`config.mk`:
```
export PLATFORM = sky130hd
export DESIGN_NAME = pdm_capture_ctrl
export DESIGN_NICKNAME = d
export VERILOG_FILES = /design/src/rtl/pdm_capture_ctrl.sv
export SDC_FILE = /design/constraint.sdc
export NUM_CORES = 1
export LEC_CHECK = 0
export CORE_ASPECT_RATIO = 1.4
export CORE_MARGIN = 10
export CORE_UTILIZATION = 50
export CTS_CLUSTER_DIAMETER = 80
export CTS_CLUSTER_SIZE = 16
export DETAILED_ROUTE_END_ITERATION = 7
export PLACE_DENSITY = 0.8
export SLEW_MARGIN = 0
export SYNTH_ARGS = -nofsm -noshare
export SYNTH_HDL_FRONTEND = slang
export SYNTH_SLANG_ARGS = --single-unit
```
`constraint.sdc`:
```
create_clock -name clk -period 3.5 [get_ports clk]
set_input_delay 0.7 -clock clk [delete_from_list [all_inputs] [get_ports clk]]
set_output_delay 0.7 -clock clk [all_outputs]
set_load 0.01 [all_outputs]
```
`src/rtl/pdm_capture_ctrl.sv`:
```
// PDM microphone front-end sequencer: mic clock divider, warm-up discard, and
// glitch-free start/stop/rate-change control feeding the accumulator chain.
module pdm_capture_ctrl #(
  parameter int WARMUP_BITS    = 16,
  parameter int WARMUP_PERIODS = 1024
) (
  input  logic       clk,
  input  logic       rst_n,
  input  logic       enable,
  input  logic       mode_req,
  output logic       pdm_clk,
  output logic       pdm_sample_valid,
  output logic       mode,
  output logic       accum_sync,
  output logic       capture_en,
  output logic       busy,
  output logic [1:0] state
);

  typedef enum logic [1:0] {IDLE = 2'd0, WARMUP = 2'd1, RUN = 2'd2, STOP = 2'd3} state_t;

  localparam logic [WARMUP_BITS-1:0] WARM_LAST = WARMUP_BITS'(WARMUP_PERIODS - 1);

  state_t                 st;
  logic [6:0]             cnt;
  logic [WARMUP_BITS-1:0] warm_cnt;
  logic                   period_end;
  logic                   abort;

  // Divider taps come straight off registered bits so the mic clock never glitches.
  assign pdm_clk          = mode ? cnt[5] : cnt[6];
  assign pdm_sample_valid = mode ? cnt[4] : cnt[5];
  assign period_end       = mode ? (cnt[5:0] == 6'd63) : (cnt == 7'd127);
  assign abort            = !enable || (mode_req != mode);
  assign state            = st;

  always_ff @(posedge clk or negedge rst_n) begin
    if (!rst_n) begin
      st         <= IDLE;
      cnt        <= '0;
      warm_cnt   <= '0;
      mode       <= 1'b0;
      accum_sync <= 1'b0;
      capture_en <= 1'b0;
      busy       <= 1'b0;
    end else begin
      accum_sync <= 1'b0;
      case (st)
        IDLE: begin
          cnt <= '0;
          if (enable) begin
            st       <= WARMUP;
            mode     <= mode_req;
            warm_cnt <= '0;
            busy     <= 1'b1;
          end
        end
        WARMUP: begin
          cnt <= cnt + 7'd1;
          if (period_end) warm_cnt <= warm_cnt + WARMUP_BITS'(1);
          // Abort wins over a coincident warm-up completion.
          if (abort) begin
            st <= STOP;
          end else if (period_end && warm_cnt == WARM_LAST) begin
            st         <= RUN;
            accum_sync <= 1'b1;
            capture_en <= 1'b1;
          end
        end
        RUN: begin
          cnt <= cnt + 7'd1;
          if (abort) begin
            st         <= STOP;
            capture_en <= 1'b0;
          end
        end
        STOP: begin
          // Let the current mic clock period complete before parking low.
          if (period_end) begin
            cnt      <= '0;
            warm_cnt <= '0;
            if (enable) begin
              st   <= WARMUP;
              mode <= mode_req;
            end else begin
              st   <= IDLE;
              busy <= 1'b0;
            end
          end else begin
            cnt <= cnt + 7'd1;
          end
        end
        default: st <= IDLE;
      endcase
    end
  end

endmodule

```
; Word-level counts from Yosys, hierarchy flattened
; Cells that the tools add are included.
[totals]
regBits = 29
out_inout_bits = 8
[classes]
n_addsub = 2
n_eq_ne = 15
muxes = 30
n_reduce_logical = 13
[ops]
columns = op, count
row1 = two-way mux 16 bit, 3
row2 = one-hot mux 16 bit (3 select lines), 1
row3 = one-hot mux 7 bit (3 select lines), 1
row4 = "adder 16 x 1 -> 16 bit, second input constant", 1
row5 = "equality test 16 x 10 -> 1 bit, second input constant", 1
row6 = AND reduction 4 bit, 4
row7 = two-way mux 1 bit, 15
row8 = "!= test 2 bit, second input constant", 7
row9 = two-way mux 2 bit, 5
row10 = one-hot mux 2 bit (4 select lines), 1
row11 = "adder 7 x 1 -> 7 bit, second input constant", 1
row12 = "equality test 7 bit, second input constant", 1
row13 = two-way mux 7 bit, 1
row14 = "equality test 6 bit, second input constant", 1
row15 = one-hot mux 1 bit (2 select lines), 3
row16 = "equality test 2 bit, second input constant", 2
row17 = nonzero test 2 bit, 2
row18 = "!= test 3 bit, second input constant", 1
row19 = nonzero test 3 bit, 1
row20 = "equality test 2 x 1 -> 1 bit, second input constant", 1
row21 = zero test 2 bit, 1
row22 = AND reduction 2 bit, 1
row23 = OR reduction 2 bit, 1
row24 = logical AND 1 bit, 1
row25 = 3 further kinds, 3

; Depth between registers and ports, before layout
[depth]
ltp_word = 6
mapped_depth = 9
ltp_nobuf = 7

; Worst setup path before layout
; OpenSTA, ideal clock, no wires.
[synth_path]
path_kind = flip-flop to flip-flop
from = register st[0] (netlist: state[0])
to = register warm_cnt[15]
setup_ns = 0.119
arrival_time_ns = 1.730
t_required_ns = 3.381
setup_slack_ns = 1.651
path_stages_with_launch = 7
path_buffers = 0
synth_period_minus_slack_ns = 1.849
cell_sequence = dfrtp_1 > inv_1 > ha_1 > a211o_4 > nor4b_4 > xnor2_1 > nor2_2
[synth_between]
elab_chain_len = 3
elab_cells_between_ends = 9
classes_between = 5 x eq/ne / 1 x mux / 3 x reduce/logical
[synth_lines]
columns = element, line_no
row1 = from (decl), 24  ; state_t st;
row2 = from (signal assigned), 39  ; st <= IDLE;
row3 = from (signal assigned), 52  ; st <= WARMUP;
row4 = from (signal assigned), 63  ; st <= STOP;
row5 = equality test 2 x 1 -> 1 bit (tied with other cells), 48  ; case (st)
row6 = != test 2 bit (no line) or nonzero test 3 bit (tied branches), n/a
row7 = AND reduction 4 bit (no line), n/a
row8 = to (signal assigned), 60  ; if (period_end) warm_cnt <= warm_cnt + WARMUP_BITS'(1);
row9 = to (decl), 26  ; logic [WARMUP_BITS-1:0] warm_cnt;
; Parallel ways exist; a longest one is shown, timed or not.
; A chain may end at the register's enable or synchronous reset.

; Final worst setup path
[layout_path]
from = input enable
to = register warm_cnt[4]
[layout_between]
elab_chain_len = 2
[layout_lines]
columns = element, line_no
row1 = from (decl), 9  ; input logic enable,
row2 = != test 2 bit (no line), n/a
row3 = AND reduction 4 bit (no line), n/a
; No other way between the ends.

==> impl_metrics.ini <==
[placed_design]
dp_slack_ps = 825
dpl.hpwl_um = 2590
gp_congestion = 0.876
io_buffer_count = 11
numPlacedInstances = 215

[sta]
finalHoldWorstSlack_ps = 466
period_share_pct = 68.5
tightest_slew_ps = 811
setup_slack_ps = 1100
relSlewSlack_pct = 46.0
max_freq_mhz = 417
fin_crit_ps = 2400
finClkSkew_ps = 8.35
rsz0062_at_grt = false
hold_violations = 0
setup_tns_ps = 0
maxSlewViolCount = 0
setup_violations = 0

[grt]
grt_overflow = 0
grtUsageTotal_pct = 12.1
grt_max_degree = 21
grt_pass1_wl_um = 6130
grt_pass1_vias = 1320
antenna_found_initial = 0

[synth]
synth_edf_count = 0
yosysSeqAreaShare_pct = 42.3
synth.distinct_cells = 46
netlist_area_um2 = 1720
syn_inst = 167
yosysMostFrequentCell = dfrtp_1
syn_area_per_cell_um2 = 10.3
dominantRegCellSynth = dfrtp_1
synth_top_area_share_pct = 42.3
synthArstFlopShare_pct = 100
ys_ff_latch = 29
yosys.area.top_type = dfrtp_1
ys_top_cells_by_area = dfrtp_1 42%, xor2_1 6.1%, ha_1 5.1%
ys_warn_count = 0
synth_common_cells = 29 x dfrtp_1, 22 x nor2_1, 12 x xor2_1
synthesis.nets = 178

[clock_tree]
post_cts_buffers = 0
clkSinkCount = 29
cts_tree = done
cts_made_buffers = 5
cts_resized = 0
cts-root-buf = clkbuf_8
htreeDepth = 2
clk_latency_ps = 280
clockBufferDepth = 2
path_clk_slew_ps = 60
postCtsHoldBufs = 0

[critical_path]
crit_fanout = 11
required_ps = 3640
cpPeakStageDelay_ps = 640
worstPathArrival_ps = 2540
critPathSlowestCell = a21oi_1
critPathKind = in -> reg
crit_chain = clkdlybuf4s50_1, nor2b_2, a21oi_1, nand4_1, xor2_1, nor2_1
critPathLaunchType = input pin
end_kind = flop

[job]
maxCapViolations = 0

[die]
row_count = 25
die_height_um = 89.3
io_pins = 12
die_area_um2 = 6210
start_util_pct = 51.3
core_um2 = 3350
dieWidth_um = 69.5

[layout]
num-nets-final = 193
layout-drive-gt1-share_pct = 17.5
syn2layout_area_growth_pct = 13.2
layout.cells.non_filler = 223
num_antenna_cells = 0

[power]
p_per_area_nw_per_um2 = 641
finalPower_mw = 1.24
p_leak_nw = 0.864
irDropWorstVdd_v = 0.000383

[drt]
route.detailed.drc = 0
drt_first_pass_iters = 4
drt-initial-drc-count = 72
avgViaCountPerCell = 5.63
via_count = 1256
drtAntennaViolNets = 0
wl_per_cell_um = 15.4
wl_um = 3440

[status]
status = complete, no violations

[min_path]
hp-class = reg -> reg
final cells by class:
cell class	count	area (um2)
clock buffers	5	68.8
clock inverters	3	17.5
fillers	302	1400
inverters	7	26.3
multi-input cells	127	937
flip-flops and latches	29	726
well taps	40	50.0
repair buffers	12	118
through the flow:
step | util, % | area, um2
4_1_cts | 58.1 | 1940
3_3_place_gp | 55.5 | 1860
5_1_grt | 58.1 | 1940
2_1_floorplan | - | 1720
6_report | 58.1 | 1940
3_5_place_dp | 55.5 | 1860
worst max-delay path, delay by kind of cell:
family | cells | cell delay (ps)
and+or+nand+nor | 3 | 400
AOI/OAI and AO/OA | 1 | 640
buffers and inverters | 1 | 600
xor gates and xnor gates | 1 | 200
kinds of logic (layout without fill, tap and decap cells):
logic type | Yosys count | in the layout | share of synthesized area, %
DFF | 29 | 29 | 42.3
muxes | 6 | 6 | 3.79
AOI/OAI and AO/OA | 19 | 19 | 8.82
adders and majority gates | 7 | 7 | 5.10
buffers and inverters | 11 | 27 | 3.13
xor gates and xnor gates | 20 | 20 | 10.2
and+or+nand+nor | 75 | 75 | 26.7
where the power goes:
part	total (mW)	switching [mW]	internal, mW
Clock	0.269	0.132	0.137
Combinational	0.552	0.346	0.206
Sequential	0.424	0.0465	0.377
Total	1.24	0.525	0.720
metal layers:
layer	routed length, um	up-vias	global-route usage, %
met5	0	-	0
met2	1770	24	21.5
met4	74	0	6.24
met1	1490	606	13.0
met3	108	8	3.00
li1	-	618	-
flip-flops by register name, indices dropped and copies added (netlist names):
register	cells
accum_sync	1
state	2
busy	1
mode	1
warm_cnt	16
capture_en	1
cnt	7
placed cells by master, fill, tap and decap left out, types with 3 or more instances in the layout:
cell type | synthesis | routed
and3_1 | 5 | 5
clkdlybuf4s50_1 | 0 | 11
and2_1 | 3 | 3
nor2_2 | 4 | 4
nand4_1 | 8 | 8
xor2_1 | 12 | 12
mux2_2 | 3 | 3
nor2_1 | 22 | 22
nand3_1 | 8 | 8
nand2_1 | 8 | 8
a21oi_1 | 4 | 4
clkbuf_8 | 0 | 5
o21ai_0 | 3 | 3
inv_1 | 7 | 7
ha_1 | 7 | 7
dfrtp_1 | 29 | 29
xnor2_1 | 8 | 8
worst paths after layout:
kind | start | end | slack, ps | cells after the start
min in group asynchronous | rst_n | accum_sync | 720 | 1
worst max-delay path | enable | warm_cnt[4] | 1100 | 6
worst min-delay path | cnt[0] | cnt[0] | 470 | 1
worst max register to register | state[1] | warm_cnt[4] | 1110 | 7
max in group asynchronous | rst_n | warm_cnt[7] | 2150 | 2
worst min register to register | cnt[0] | cnt[0] | 470 | 1
Note: power is estimated with default switching activity, not from simulation.
